### config.mk
export PLATFORM = sky130hd
export DESIGN_NAME = spart_rx
export DESIGN_NICKNAME = d
export VERILOG_FILES = /design/src/rtl/spart_pkg.sv /design/src/rtl/spart_sync.sv /design/src/rtl/spart_rx.sv
export SDC_FILE = /design/constraint.sdc
export NUM_CORES = 1
export LEC_CHECK = 0
export CORE_UTILIZATION = 54
export DETAILED_ROUTE_END_ITERATION = 12
export GPL_ROUTABILITY_DRIVEN = 0
export HOLD_SLACK_MARGIN = 0.06
export PLACE_DENSITY = 0.76
export SYNTH_ARGS = -nofsm -noshare
export SYNTH_HDL_FRONTEND = slang
export SYNTH_HIERARCHICAL = 1
export SYNTH_SLANG_ARGS = --single-unit
### constraint.sdc
create_clock -name clk -period 1.92 [get_ports clk]
set_clock_uncertainty 0.1 [all_clocks]
set_input_delay 0.384 -clock clk [delete_from_list [all_inputs] [get_ports clk]]
set_output_delay 0.384 -clock clk [all_outputs]
set_load 0.05 [all_outputs]
### src/rtl/spart_pkg.sv
// Shared types and constants for the SPART receive/transmit blocks.
package spart_pkg;

    typedef enum logic [2:0] {
        IDLE,
        START,
        DATA,
        STOP,
        WAIT_HIGH
    } rx_state_e;

    localparam logic [1:0] ADDR_RXBUF  = 2'b00;
    localparam logic [1:0] ADDR_STATUS = 2'b01;
    localparam logic [1:0] ADDR_DIVLO  = 2'b10;
    localparam logic [1:0] ADDR_DIVHI  = 2'b11;

    localparam int RX_OVERSAMPLE = 16;
    localparam int RX_DATA_BITS  = 8;

endpackage

### src/rtl/spart_sync.sv
// Multi-flop synchronizer for an asynchronous, idle-high input line.
module spart_sync #(
    parameter int STAGES = 2
) (
    input  logic clk,
    input  logic rst,
    input  logic d_i,
    output logic q_o
);

    logic [STAGES-1:0] sync_q;

    always_ff @(posedge clk or posedge rst) begin
        if (rst) begin
            sync_q <= '1;
        end else begin
            sync_q[0] <= d_i;
            for (int i = 1; i < STAGES; i++) begin
                sync_q[i] <= sync_q[i-1];
            end
        end
    end

    assign q_o = sync_q[STAGES-1];

endmodule

### src/rtl/spart_rx.sv
// SPART receiver: oversampled 8N1 framing with RDA, framing-error and overrun flags.
module spart_rx
    import spart_pkg::*;
#(
    parameter int DATA_BITS   = RX_DATA_BITS,
    parameter int OVERSAMPLE  = RX_OVERSAMPLE,
    parameter int SYNC_STAGES = 2
) (
    input  logic                 clk,
    input  logic                 rst,
    input  logic                 enable,
    input  logic                 rxd,
    input  logic                 iocs,
    input  logic                 iorw,
    input  logic [1:0]           ioaddr,
    output logic [DATA_BITS-1:0] rx_data,
    output logic                 rda,
    output logic                 framing_err,
    output logic                 overrun
);

    localparam int              TW        = $clog2(OVERSAMPLE);
    localparam logic [TW-1:0]   TICK_MID  = TW'(OVERSAMPLE / 2 - 1);
    localparam logic [TW-1:0]   TICK_LAST = '1;
    localparam logic [2:0]      BIT_LAST  = 3'(DATA_BITS - 1);

    rx_state_e             state_q, state_d;
    logic [TW-1:0]         tick_q, tick_d;
    logic [2:0]            bit_q, bit_d;
    logic [DATA_BITS-1:0]  shift_q, shift_d;
    logic [DATA_BITS-1:0]  rx_data_q, rx_data_d;
    logic                  rda_q, rda_d;
    logic                  ferr_q, ferr_d;
    logic                  ovr_q, ovr_d;
    logic                  rxd_s;
    logic                  bus_rd;
    logic                  done;

    spart_sync #(.STAGES(SYNC_STAGES)) u_sync (
        .clk (clk),
        .rst (rst),
        .d_i (rxd),
        .q_o (rxd_s)
    );

    assign bus_rd = iocs && iorw && (ioaddr == ADDR_RXBUF);

    always_ff @(posedge clk or posedge rst) begin
        if (rst) begin
            state_q   <= IDLE;
            tick_q    <= '0;
            bit_q     <= '0;
            shift_q   <= '0;
            rx_data_q <= '0;
            rda_q     <= 1'b0;
            ferr_q    <= 1'b0;
            ovr_q     <= 1'b0;
        end else begin
            state_q   <= state_d;
            tick_q    <= tick_d;
            bit_q     <= bit_d;
            shift_q   <= shift_d;
            rx_data_q <= rx_data_d;
            rda_q     <= rda_d;
            ferr_q    <= ferr_d;
            ovr_q     <= ovr_d;
        end
    end

    always_comb begin
        state_d   = state_q;
        tick_d    = tick_q;
        bit_d     = bit_q;
        shift_d   = shift_q;
        rx_data_d = rx_data_q;
        rda_d     = rda_q;
        ferr_d    = ferr_q;
        ovr_d     = ovr_q;
        done      = 1'b0;

        if (enable) begin
            unique case (state_q)
                IDLE: begin
                    if (!rxd_s) begin
                        state_d = START;
                        tick_d  = '0;
                    end
                end
                START: begin
                    if (tick_q == TICK_MID) begin
                        tick_d  = '0;
                        bit_d   = '0;
                        // A start bit that is high again at mid-bit was a glitch.
                        state_d = rxd_s ? IDLE : DATA;
                    end else begin
                        tick_d = tick_q + TW'(1);
                    end
                end
                DATA: begin
                    tick_d = tick_q + TW'(1);
                    if (tick_q == TICK_LAST) begin
                        shift_d = {rxd_s, shift_q[DATA_BITS-1:1]};
                        bit_d   = bit_q + 3'd1;
                        if (bit_q == BIT_LAST) begin
                            state_d = STOP;
                        end
                    end
                end
                STOP: begin
                    tick_d = tick_q + TW'(1);
                    if (tick_q == TICK_LAST) begin
                        done    = 1'b1;
                        state_d = rxd_s ? IDLE : WAIT_HIGH;
                    end
                end
                WAIT_HIGH: begin
                    if (rxd_s) begin
                        state_d = IDLE;
                    end
                end
                default: state_d = IDLE;
            endcase
        end

        // A read coinciding with completion consumes the old byte, so no overrun.
        if (done) begin
            rx_data_d = shift_q;
            rda_d     = 1'b1;
            ferr_d    = !rxd_s;
            ovr_d     = rda_q && !bus_rd;
        end else if (bus_rd) begin
            rda_d  = 1'b0;
            ferr_d = 1'b0;
            ovr_d  = 1'b0;
        end
    end

    assign rx_data     = rx_data_q;
    assign rda         = rda_q;
    assign framing_err = ferr_q;
    assign overrun     = ovr_q;

endmodule

* Word level (Yosys, flattened, before mapping)
Cells that the tools add are included.
** Storage, ports and cells
- Flip-flop bits (word level) :: 31
- Latch bits :: 0
- Memory bits (writable) :: 0
- Bits in read-only memories :: 0
- Output and inout bits :: 11
- Memories kept :: 0
** Cells by class
- Add/sub/neg operators :: 2
- Multiply operators :: 0
- Divide/modulo/power cells :: 0
- Magnitude comparators :: 0
- Eq/ne operators :: 13
- Shift operators :: 0
- Mux-type cells :: 22
- Bitwise gates (word level) :: 0
- Reduce and logical (&&, ||, !) cells :: 15
** Operators by type and width (number)
- $mux W3 :: 9
- $pmux W3 S5 :: 1
- $pmux W4 S3 :: 1
- $ne A2 B2 Y1 const B :: 5
- $mux W4 :: 2
- $mux W1 :: 7
- $reduce_and A7 Y1 :: 1
- $eq A3 B2 Y1 const B :: 2
- $eq A3 B3 Y1 const B :: 2
- $pmux W3 S2 :: 1
- $reduce_and A3 Y1 :: 2
- $add A4 B1 Y4 const B :: 1
- $eq A4 B3 Y1 const B :: 1
- $eq A4 B4 Y1 const B :: 1
- $reduce_and A4 Y1 :: 1
- $reduce_bool A2 Y1 :: 2
- $add A3 B1 Y3 const B :: 1
- $eq A3 B1 Y1 const B :: 1
- $logic_and A1 B1 Y1 :: 3
- $logic_not A3 Y1 :: 1
- $reduce_bool A3 Y1 :: 1
- $logic_not A1 Y1 :: 2
- $logic_not A2 Y1 :: 1
- $mux W2 :: 1
- other kinds (2) :: 2

* Longest topological paths before layout
- Word-level depth :: 5
- Mapped depth :: 6
- Mapped depth without buffers :: 5

* Hierarchy
The synthesis kept the hierarchy.
** By module, submodules not included
- spart_rx :: times used 1, cells each 118, area each 1413.9 µm²
- spart_sync :: times used 1, cells each 3, area each 56.3 µm²

* Worst setup path after synthesis
Ideal clock, no wire load.
- Path kind :: register -> register
- Start :: register tick_q[0]
- End :: register shift_q[1]
- Library setup time :: 125 ps
- Data arrival time :: 1436 ps
- Setup slack :: 259 ps
- Stages on the path, launching flop included :: 6
- Period minus slack after synthesis :: 1661 ps
- Cells stage by stage :: dfrtp_1 > ha_1 > and4b_1 > nand4b_1 > buf_6 > mux2_4
** On the way
- Word-level cells in the longest chain between the ends :: 2
** Ends and longest elaborated chain
- from (decl) :: line spart_rx.sv:28 : logic [TW-1:0] tick_q, tick_d;
- from (signal assigned) :: line spart_rx.sv:60 : tick_q <= tick_d;
- $eq A4 B4 Y1 :: line spart_rx.sv:101 : if (tick_q == TICK_LAST) begin
- $reduce_and A3 Y1 (no line)
- to (signal assigned) :: line spart_rx.sv:62 : shift_q <= shift_d;
- to (decl) :: line spart_rx.sv:30 : logic [DATA_BITS-1:0] shift_q, shift_d;
Every way passes these cells.
A chain may end at the register's enable or synchronous reset.

* Worst setup path after layout
- Start :: register tick_q[0]
- End :: register shift_q[0]
Same word-level chain as after synthesis.

==> impl_metrics.ini <==
[status]
outcome = finished, final reports clean

[timing]
slew_headroom_pct = 72.3
fin_crit_sh_pct = 94.8
fin_ws_ns = 0.0990
rsz0062_at_grt = no
min_period_ns = 1.82
worst_pin_slew_ns = 0.411
finalHoldViolations = 0
slew_violations = 0
fmax_mhz = 549
setup_viol_count_final = 0

[clock_network]
cts-root-buf = clkbuf_4
holdBufCountCts = 0
cts_setup_buffers = 0
clkSinkCount = 31
cts_tree = done
cts_max_path_buffers = 2
cts_made_buffers = 5
ctsResizeCount = 0
clock_latency_ns = 0.33
htree_levels = 2
clk_pin_slew_ns = 0.10

[yosys]
ys.flop_type = dfrtp_1
avgSynthCellArea_um2 = 12.2
ys_warn_count = 6
synth_top_area_share_pct = 49.4
syn_nets = 132
ys_types = 36
synth_area_leaders = dfrtp_1 (49%), mux2_4 (13%), dfstp_2 (3.6%)
yosys_register_bits = 31
synth.most_common_cell = dfrtp_1
ys_seq_area_share_pct = 52.9
yosysTopAreaCell = dfrtp_1
syn_area_um2 = 1470
syn_inst = 121
synth_common_cells = dfrtp_1 (29), mux2_4 (13), nand2_1 (11)
synth-edff-count = 0
synthArstFlopShare_pct = 100

[detailed_routing]
antenna_left = 0
drt_wl_total_mm = 2.71
vias = 1012
wl_per_cell_um = 15.0
drtPass1Iterations = 4
routed_via_density = 5.59
drc = 0
drt-initial-drc-count = 10

[floorplan]
coreArea_um2 = 2520
start_util_pct = 58.3
chipWidth_um = 54.2
die_h_um = 54.2
ioPinCount = 19
num_rows = 18
dieArea_um2 = 2930

[layout]
diodes = 0
layout.nets = 161
drive_gt1_share_pct = 32.5
area_growth_pct = 20.9
fill_cells = 186

[hold_path]
min_path_type = reg -> reg
hp-start = u_sync/sync_q[0]$_DFF_PP1_
holdPathStages = 0
min_to = u_sync/sync_q[1]$_DFF_PP1_

[global_route]
grt_pass1_wl_mm = 4.44
grtUsageTotal_pct = 22.0
antenna_found_initial = 0
grt_max_degree = 30
grt_pass1_vias = 987
grt_overflow = 0

[worst_setup_path]
worstRegToRegCells = 5
critPathMaxFanout = 11
timing.rr.end = shift_q[0]$_DFFE_PP0P_
r2r_slack_ns = 0.1
worstPathRequired_ns = 2.05
start_kind = flip-flop
crit_arrival_ns = 1.95
r2r-start = tick_q[0]$_DFFE_PP0P_
end_kind = flip-flop
path_class = reg -> reg

[power_and_ir_drop]
leakage_uw = 0.000907
peakVddDrop_v = 0.000766
power_density_nw_per_um2 = 1010
total_power_uw = 1800

[placement]
preCtsSetupSlack_ns = -0.0989
dp.final_hpwl_mm = 1.83
io_buffers = 18

[run]
drv_cap = 0
## worst max-delay path, stage by stage, from the launching register on
cell and delay [ns]:
dfrtp_1 0.42, ha_1 0.26, and4b_1 0.24, nand4b_1 0.12, buf_4 0.23, mux2_2 0.35
## power by group
group	total [µW]	switching, µW	leakage [µW]	internal, µW
logic	389	199	0.000449	190
clock network	536	228	0.0000482	308
registers	876	132	0.000410	743
total	1800	560	0.000907	1240
## sequential cells by signal, summed over array words and instances (netlist names)
register,flops
tick_q,4
state_q,3
u_sync/sync_q,2
overrun,1
rx_data,8
bit_q,3
framing_err,1
shift_q,8
rda,1
## worst max path at each step
stage	startpoint	endpoint
after CTS	tick_q[0]$_DFFE_PP0P_	shift_q[0]$_DFFE_PP0P_
final	tick_q[0]$_DFFE_PP0P_	shift_q[0]$_DFFE_PP0P_
after floorplan	tick_q[0]$_DFFE_PP0P_	shift_q[1]$_DFFE_PP0P_
after global routing	tick_q[0]$_DFFE_PP0P_	shift_q[7]$_DFFE_PP0P_
after global placement	enable	shift_q[7]$_DFFE_PP0P_
after detailed placement	enable	shift_q[3]$_DFFE_PP0P_
## per-stage QoR
step | area, µm² | hold slack, ns | utilization [%] | TNS (ns) | cells
2_1_floorplan | 1470 | 0.196 | - | 0 | 121
3_3_place_gp | 1690 | 0.249 | 67.1 | -0.802 | 173
3_5_place_dp | 1690 | 0.254 | 67.1 | -1.24 | 173
4_1_cts | 1780 | 0.267 | 70.5 | 0 | 181
5_1_grt | 1780 | 0.269 | 70.5 | 0 | 181
6_report | 1780 | 0.265 | 70.5 | 0 | 181
## cell families after synthesis
group / after synthesis / synth area share, %
AND/OR/NAND/NOR: 34 / 12.3
flip-flops: 31 / 52.9
AO/OA/AOI/OAI: 25 / 11.1
multiplexers: 18 / 17.0
buffers and inverters: 9 / 3.49
adder cells (fa/ha/maj): 3 / 2.55
XOR/XNOR: 1 / 0.596
## area by class of cell
cell class / instances / area, µm² / share of cell area (%)
clock buffers: 6 / 51.3 / 2.89
clock inverters: 2 / 35.0 / 1.97
inverters: 4 / 15.0 / 0.844
multi-input cells: 81 / 641 / 36.0
flip-flops and latches: 31 / 778 / 43.8
well taps: 30 / 37.5 / 2.11
repair buffers: 27 / 220 / 12.4
## routing by layer
metal  up-vias  wire (µm)  global-route usage [%]
li1        494          -                       -
met1       485       1250                    27.6
met2        26       1300                    33.9
met3         7        118                    6.50
met4         0         38                    11.5
met5         -          0                       0
## layout by cell type, fill, tap and decap left out, types with 5 or more instances in the layout
master           count
a21oi_1              5
mux2_4              13
buf_4               20
nor2_1               6
o21ai_0              7
nand2_1             11
clkdlybuf4s50_1      7
clkbuf_4             5
dfrtp_1             29
No activity file was read; power rests on OpenSTA's default activity.
